<file path="src/rtl/layer_compositor.sv">
// Pipelined pixel compositor: merges wall, pellet, power-pellet and sprite layers through a
// writable palette, aligns everything to the late wall bit, and applies end-of-game flash/tint.
module layer_compositor #(
    parameter int NUM_SPRITES  = 4,
    parameter int COLOR_W      = 4,
    parameter int WALL_LAT     = 1,
    parameter int BLINK_BIT    = 4,
    parameter int FLASH_PERIOD = 8,
    parameter int FLASH_FRAMES = 64
) (
    input  logic                               clk_25MHz,
    input  logic                               reset_n,
    input  logic                               frame_start,
    input  logic                               active,
    input  logic                               in_maze,
    input  logic                               wall_pixel,
    input  logic                               pellet_pixel,
    input  logic                               power_pixel,
    input  logic [NUM_SPRITES-1:0]             sprite_pixel,
    input  logic                               win,
    input  logic                               game_over,
    input  logic                               pal_we,
    input  logic [$clog2(NUM_SPRITES+4)-1:0]   pal_addr,
    input  logic [3*COLOR_W-1:0]               pal_data,
    output logic [COLOR_W-1:0]                 Red,
    output logic [COLOR_W-1:0]                 Green,
    output logic [COLOR_W-1:0]                 Blue,
    output logic [1:0]                         state
);
    localparam int NUM_PAL = NUM_SPRITES + 4;
    localparam int ADDR_W  = $clog2(NUM_PAL);
    localparam int PIX_W   = 3 * COLOR_W;
    localparam int BUN_W   = NUM_SPRITES + 7;
    localparam int FC_W    = $clog2(FLASH_FRAMES + 1);
    localparam int REP     = (COLOR_W + 3) / 4;

    typedef enum logic [1:0] {PLAY = 2'd0, FLASH = 2'd1, HOLD = 2'd2} state_t;

    // Nibble colours are stretched by MSB-first replication so F stays full scale at any width.
    function automatic logic [COLOR_W-1:0] scale4(input logic [3:0] n);
        logic [4*REP-1:0] rep;
        rep = {REP{n}};
        return rep[4*REP-1 -: COLOR_W];
    endfunction

    function automatic logic [PIX_W-1:0] rgb12(input logic [11:0] c);
        return {scale4(c[11:8]), scale4(c[7:4]), scale4(c[3:0])};
    endfunction

    function automatic logic [PIX_W-1:0] pal_default(input int idx);
        logic [11:0] c;
        case (idx)
            0:       c = 12'h000;
            1:       c = 12'h00F;
            2:       c = 12'h0F0;
            3:       c = 12'hFFF;
            default: begin
                case ((idx - 4) % 4)
                    0:       c = 12'hF00;
                    1:       c = 12'hFF0;
                    2:       c = 12'hF0F;
                    default: c = 12'h0FF;
                endcase
            end
        endcase
        return rgb12(c);
    endfunction

    localparam logic [PIX_W-1:0] TINT_WIN_FG  = rgb12(12'h0F0);
    localparam logic [PIX_W-1:0] TINT_WIN_BG  = rgb12(12'h040);
    localparam logic [PIX_W-1:0] TINT_LOSE_FG = rgb12(12'hF00);
    localparam logic [PIX_W-1:0] TINT_LOSE_BG = rgb12(12'h400);

    logic [BUN_W-1:0]       bundle;
    logic [BUN_W-1:0]       dly;
    logic                   d_fs, d_active, d_in_maze, d_pellet, d_power, d_win, d_go;
    logic [NUM_SPRITES-1:0] d_sprite;

    logic [PIX_W-1:0]  pal_reg [NUM_PAL];
    state_t            state_reg, state_next;
    logic [7:0]        frame_cnt_reg, frame_cnt_next;
    logic [FC_W-1:0]   flash_cnt_reg, flash_cnt_next;
    logic [ADDR_W-1:0] layer_idx;
    logic              fg;
    logic              tint_on;
    logic [PIX_W-1:0]  tint_color;
    logic [PIX_W-1:0]  pix_next;
    logic [PIX_W-1:0]  rgb_reg;

    assign bundle = {frame_start, active, in_maze, pellet_pixel, power_pixel, win, game_over, sprite_pixel};
    assign {d_fs, d_active, d_in_maze, d_pellet, d_power, d_win, d_go, d_sprite} = dly;

    // Everything except the wall bit rides this shift register to meet the BRAM output.
    generate
        if (WALL_LAT == 0) begin : g_nodly
            assign dly = bundle;
        end else begin : g_dly
            for (genvar gi = 0; gi < WALL_LAT; gi++) begin : g_stage
                logic [BUN_W-1:0] q_reg;
                logic [BUN_W-1:0] d;
                if (gi == 0) begin : g_first
                    assign d = bundle;
                end else begin : g_chain
                    assign d = g_stage[gi-1].q_reg;
                end
                always_ff @(posedge clk_25MHz or negedge reset_n) begin
                    if (!reset_n) q_reg <= '0;
                    else          q_reg <= d;
                end
            end
            assign dly = g_stage[WALL_LAT-1].q_reg;
        end
    endgenerate

    always_ff @(posedge clk_25MHz or negedge reset_n) begin
        if (!reset_n) begin
            for (int i = 0; i < NUM_PAL; i++) pal_reg[i] <= pal_default(i);
        end else begin
            for (int i = 0; i < NUM_PAL; i++)
                if (pal_we && pal_addr == ADDR_W'(i)) pal_reg[i] <= pal_data;
        end
    end

    always_ff @(posedge clk_25MHz or negedge reset_n) begin
        if (!reset_n) begin
            state_reg     <= PLAY;
            frame_cnt_reg <= '0;
            flash_cnt_reg <= '0;
            rgb_reg       <= '0;
        end else begin
            state_reg     <= state_next;
            frame_cnt_reg <= frame_cnt_next;
            flash_cnt_reg <= flash_cnt_next;
            rgb_reg       <= pix_next;
        end
    end

    // The *_next values feed the composite too, so the frame_start pixel already sees the new frame.
    always_comb begin
        state_next     = state_reg;
        frame_cnt_next = frame_cnt_reg;
        flash_cnt_next = flash_cnt_reg;
        if (d_fs) begin
            frame_cnt_next = frame_cnt_reg + 8'd1;
            case (state_reg)
                PLAY: begin
                    if (d_win || d_go) begin
                        state_next     = FLASH;
                        flash_cnt_next = '0;
                    end
                end
                FLASH: begin
                    if (!(d_win || d_go))                          state_next = PLAY;
                    else if (flash_cnt_reg == FC_W'(FLASH_FRAMES - 1)) state_next = HOLD;
                    else                                           flash_cnt_next = flash_cnt_reg + 1'b1;
                end
                HOLD: begin
                    if (!(d_win || d_go)) state_next = PLAY;
                end
                default: state_next = PLAY;
            endcase
        end
    end

    always_comb begin
        layer_idx = '0;
        fg        = 1'b0;
        if (d_in_maze) begin
            if (|d_sprite) begin
                fg = 1'b1;
                for (int i = NUM_SPRITES - 1; i >= 0; i--)
                    if (d_sprite[i]) layer_idx = ADDR_W'(i + 4);
            end else if (wall_pixel) begin
                fg        = 1'b1;
                layer_idx = ADDR_W'(1);
            end else if (d_power && !frame_cnt_next[BLINK_BIT]) begin
                fg        = 1'b1;
                layer_idx = ADDR_W'(3);
            end else if (d_pellet) begin
                fg        = 1'b1;
                layer_idx = ADDR_W'(2);
            end
        end

        tint_on = (state_next == HOLD) ||
                  (state_next == FLASH &&
                   |((flash_cnt_next / FC_W'(FLASH_PERIOD)) & FC_W'(1)));
        if (d_win) tint_color = fg ? TINT_WIN_FG : TINT_WIN_BG;
        else       tint_color = fg ? TINT_LOSE_FG : TINT_LOSE_BG;

        if (!d_active)    pix_next = '0;
        else if (tint_on) pix_next = tint_color;
        else              pix_next = pal_reg[layer_idx];
    end

    assign {Red, Green, Blue} = rgb_reg;
    assign state = state_reg;

endmodule

</file>
<file path="config.mk">
export PLATFORM = sky130hd
export DESIGN_NAME = layer_compositor
export DESIGN_NICKNAME = d
export VERILOG_FILES = /design/src/rtl/layer_compositor.sv
export SDC_FILE = /design/constraint.sdc
export NUM_CORES = 1
export LEC_CHECK = 0
export CAP_MARGIN = 5
export CORE_MARGIN = 2
export CORE_UTILIZATION = 56
export DETAILED_ROUTE_END_ITERATION = 10
export GPL_TIMING_DRIVEN = 0
export PLACE_DENSITY = 0.76
export SLEW_MARGIN = 20
export SYNTH_ARGS = -nofsm -noshare
export SYNTH_HDL_FRONTEND = slang
export SYNTH_SLANG_ARGS = --single-unit
</file>
<file path="constraint.sdc">
create_clock -name clk_25MHz -period 2.8 [get_ports clk_25MHz]
set_input_delay 0.56 -clock clk_25MHz [delete_from_list [all_inputs] [get_ports clk_25MHz]]
set_output_delay 0.56 -clock clk_25MHz [all_outputs]
set_load 0.005 [all_outputs]
</file>
=== Word-level counts from Yosys, hierarchy flattened ===
Cells that the tools add are included.
Widths: inputs -> output; s select.

* Reduce and logical (&&, ||, !) cells: 18
* Multiplexer cells: 34
* Order comparisons: 1
* Add/sub/neg operators: 2
* Bitwise logic cells: 1
* Equal/unequal tests: 15

{| class="wikitable"
|+ Operator list
! kind !! count
|-
| $mux 12 || 6
|-
| $bmux 12 s3 || 1
|-
| $mux 7 || 3
|-
| $mux 3 || 6
|-
| $mux 2 || 8
|-
| $pmux 7 s2 || 1
|-
| $eq 3x3->1 const B || 4
|-
| $logic_and 1x1->1 || 10
|-
| $add 8x1->8 const B || 1
|-
| $mux 8 || 1
|-
| $add 7x1->7 const B || 1
|-
| $eq 7x6->1 const B || 1
|-
| $eq 3x2->1 const B || 2
|-
| $ne 2x2->1 const B || 3
|-
| $pmux 2 s3 || 1
|-
| $mux 1 || 5
|-
| $mux 5 || 1
|-
| $reduce_and 5->1 || 1
|-
| $eq 2x1->1 const B || 2
|-
| $eq 2x2->1 const B || 2
|-
| $ge 4x4->1 const B || 1
|-
| $mux 4 || 1
|-
| $not 3->4 || 1
|-
| $reduce_or 4->1 || 1
|-
| other kinds (6) || 7
|}

* Bits of input ports: 30
* Output and inout port bits: 14
* Register bits: 136
* Logic and storage cells: 86

=== Depth between registers and ports, before layout ===
* Depth in word-level cells: 14
* Depth in mapped cells: 9
* Gate-level depth less buffers: 7

=== Least setup slack after synthesis ===
No wires, ideal clock.

* Path type: reg-to-reg
* From: register frame_cnt_reg[0]
* To: register rgb_reg[8]
* Required time: 2.676 ns
* Path slack: 0.436 ns
* Arrival: 2.240 ns
* Cell stages (with the launch flop): 9
* Cell sequence: dfrtp_1 ha_1 and4_4 mux2_4 a21oi_4 buf_8 mux4_2 mux2i_1 o21ai_1

* Word-level cells in the longest chain between the ends: 14

{| class="wikitable"
|+ RTL lines
! what !! RTL line !! RTL
|-
| start: declaration || 81 || <nowiki>logic [7:0] frame_cnt_reg, frame_cnt_next;</nowiki>
|-
| start signal: assignment || 132 || <nowiki>frame_cnt_reg <= frame_cnt_next;</nowiki>
|-
| $add 8x1->8 * || 144 || <nowiki>frame_cnt_next = frame_cnt_reg + 8'd1;</nowiki>
|-
| $mux 5 * || 143 || <nowiki>if (d_fs) begin</nowiki>
|-
| $logic_not 1->1 * || 176 || <nowiki>end else if (d_power && !frame_cnt_next[BLINK_BIT]) begin</nowiki>
|-
| $logic_and 1x1->1 * || 176 ||
|-
| $mux 2 || 176 ||
|-
| $mux 2 || 173 || <nowiki>end else if (wall_pixel) begin</nowiki>
|-
| $mux 3 || 169 || <nowiki>if (|d_sprite) begin</nowiki>
|-
| $mux 3 || 168 || <nowiki>if (d_in_maze) begin</nowiki>
|-
| $not 3->4 (not written as such) || 193 || <nowiki>else pix_next = pal_reg[layer_idx];</nowiki>
|-
| $bmux 12 s3 || 193 ||
|-
| $mux 12 (not written as such) (2 in series) || 193 ||
|-
| $mux 12 * || 192 || <nowiki>else if (tint_on) pix_next = tint_color;</nowiki>
|-
| $mux 12 * || 191 || <nowiki>if (!d_active) pix_next = '0;</nowiki>
|-
| via pix_next[8] || 87 || <nowiki>logic [PIX_W-1:0] pix_next;</nowiki>
|-
| end signal: assignment || 134 || <nowiki>rgb_reg <= pix_next;</nowiki>
|-
| end: declaration || 88 || <nowiki>logic [PIX_W-1:0] rgb_reg;</nowiki>
|}

Mark *: on every way through the listed nets, which the timed path passes. The rest lies on a longest branch. The select of a mux whose other input is x is not followed.
A chain may end at the register's enable or synchronous reset.

=== Worst setup path after layout ===
Same ends and word-level chain as after synthesis.

==> summary.md <==
| Metric | Value |
|---|---|
| Layout cells sized above 1 | `0.443` |
| Worst setup SP type | `flip-flop` |
| Met3 WL | `460 um` |
| Top cells by count, synth | `mux2_2 (104), dfrtp_1 (85), dfstp_2 (48)` |
| Leakage | `2.96 nW` |
| Largest family of logic cells by synthesized area | `multiplexers` |
| Setup TNS | `0 ns` |
| Worst Skew | `0.00571 ns` |
| Relative slew slack | `0.396` |
| Vias | `3639` |
| Reg clk slew, reported paths | `0.06 ns` |
| Gr usage total | `0.232` |
| Ant diodes | `0` |
| Top sig layer | `met4` |
| Max FFs per register | `96` |
| DRC viols | `0` |
| Share of the synthesized area in the top cell type | `0.355` |
| DR iter-0 viols | `240` |
| Complex-gate fraction of the synthesized area | `0.0489` |
| DRT met1 WL | `5.44 mm` |
| Nets | `507` |
| Fin crit period | `2.65 ns` |
| Top-Level Pins | `44` |
| Avg WL per Cell | `19.3 um` |
| Initial antenna violation count | `0` |
| Worst hold path type | `in -> async` |
| Layout Utilization | `0.695` |
| Post-Synth Adder-Cell Area | `0.00418` |
| Clock H-tree levels | `4` |
| Hold_buf cts | `0` |
| Worst reg2reg path endpoint | `rgb_reg[8]` |
| Die Y | `107 um` |
| Skew-Pair Late Insertion Delay | `0.52 ns` |
| Unique masters post-synth | `56` |
| R2R depth | `8` |
| Yosys top cell by area | `dfrtp_1` |
| Synth Register Bits | `133` |
| Post-DR vias/cell | `5.83` |
| Final hold vios | `0` |
| Mux contribution to synthesized area | `0.294` |
| FF-to-FF setup slack | `0.15 ns` |
| Arrival time worst endpoint | `3.05 ns` |
| Final Cycle Share | `0.946` |
| Worst EP required | `3.20 ns` |
| Placed wire-length estimate | `7.65 mm` |
| Yosys Warn Count | `0` |
| Critical path peak fanout | `10` |
| Row count | `37` |
| Top-count cell post-synth | `mux2_2` |
| Final setup fails | `0` |
| Ys flop type | `dfrtp_1` |
| Port Buffers | `43` |
| Seq/Total Area, Yosys | `0.566` |
| Area grow syn2layout | `20.3%` |
| Synth top area cells | `dfrtp_1 (36%), dfstp_2 (21%), mux2_2 (20%)` |
| Crit. End Element | `flip-flop` |
| TritonCTS clock tree | `done` |
| Aggregate routed wire length | `12.0 mm` |
| Largest net degree at the start of global routing | `78` |
| Max VDD drop | `0.601 mV` |
| Xor/xnor cell area share of the yosys netlist | `0.00585` |
| First-pass GRT wire length | `20.0 mm` |
| Max-cap viol count | `0` |
| Die W | `107 um` |
| Syn Inst Count | `408` |
| Core Box Area | `0.0104 mm2` |
| Clk buf depth | `2` |
| Mean Syn Cell Area | `14.7 um2` |
| Critical path class | `reg -> reg` |
| Die ar. | `0.0115 mm2` |
| FF-to-FF Start | `frame_cnt_reg[0]` |
| EDFF count, synth | `0` |
| Total power | `0.00558 W` |
| Starting Density | `0.577` |
| Inserted Clock Buffers | `17` |
| RSZ-0062 raised after global routing | `no` |
| Post-CTS Resized | `0` |
| Final slew viol count | `0` |
| Post-synthesis net count | `440` |
| WL met2 | `5.99 mm` |
| Routability congestion estimate from global placement | `0.834` |
| Grt ovf | `0` |
| # clock sinks | `133` |
| Run status | `completed` |
| Post-DRT Antenna Nets | `0` |
| Vias in the first global route | `3825` |
| P per Cell Area | `775 mW/mm2` |
| Synthesized area | `0.00599 mm2` |
| CTS root buf | `clkbuf_8` |
| Least-Margin Pin Slew | `0.907 ns` |
| Fraction of registers with async set/reset | `1.00` |
| Simple logic cell fraction of the synthesized area | `0.0585` |
| Drt pass-1 iters | `4` |
| Achievable Freq | `378 MHz` |
-- how the worst max path moves through the flow --
stage          depth (start not counted)              from  slack, ns     endpoint
3_5_place_dp                           5       pal_addr[0]      -0.22  pal_reg[63]
4_1_cts                                8  frame_cnt_reg[0]       0.06   rgb_reg[4]
5_1_grt                                7  flash_cnt_reg[0]       0.04   rgb_reg[0]
2_1_floorplan                          8  frame_cnt_reg[0]       0.44   rgb_reg[8]
3_3_place_gp                           1           reset_n      -3.73  pal_reg[68]
6_report                               8  frame_cnt_reg[0]       0.15   rgb_reg[8]
-- per-layer routing --
metal / GRT usage / up-vias
met5: 0 / -
met4: 0.0641 / 0
met3: 0.0599 / 15
met2: 0.376 / 76
met1: 0.313 / 1887
li1: - / 1661
-- cell usage in the layout (no fill, tap or decap), types with 9 or more instances in the layout --
master           Yosys  layout
mux2_2             104     104
dfrtp_1             85      85
dfstp_2             48      48
clkdlybuf4s50_1      0      42
mux2i_1             25      25
clkbuf_16            0      16
nand2_1             12      12
mux4_2              11      11
o21ai_0             10      10
inv_1                9       9
-- layout make-up --
class / count / area [um2]
inverter: 9 / 33.8
tap: 136 / 170
clock inverter: 11 / 108
multi-input combinational: 251 / 2470
clock buffer: 21 / 449
sequential: 133 / 3390
timing repair buffer: 48 / 489
buffer: 15 / 98.8
fill: 714 / 3170
-- report_power, final --
part | switching [W] | internal, W | total (W)
sequential | 0.000199 | 0.00242 | 0.00262
clock | 0.000776 | 0.00130 | 0.00207
combinational | 0.000343 | 0.000545 | 0.000888
-- critical path, cell delays in order, from the launching register on --
cell and delay, ns:
dfrtp_1 0.40, ha_1 0.22, and4_4 0.20, mux2_4 0.35, a21oi_4 0.27, buf_8 0.21, mux4_2 0.53, mux2i_1 0.25
o21ai_1 0.09
-- metrics by stage --
stage	instances	instance area [um2]	setup slack, ns	hold WS, ns
2_1_floorplan	408	5990	0.436	0.264
3_5_place_dp	588	6620	-0.223	0.470
3_3_place_gp	587	6590	-3.73	0.464
5_1_grt	624	7200	0.0426	0.116
6_report	624	7200	0.152	0.0713
4_1_cts	620	7170	0.0614	0.0888
-- repair_timing --
action,in CTS,in global routing
endpoints found under the hold margin,0,0
endpoints found under the setup margin,0,3
buffers inserted,0,4
-- cell families after synthesis --
family / Yosys count
AO/OA/AOI/OAI: 41
multiplexers: 144
buffers and inverters: 24
adder cells (fa/ha/maj): 2
AND/OR/NAND/NOR: 60
XOR/XNOR: 4
flip-flops: 133
Power figures use the tool's default switching activity.
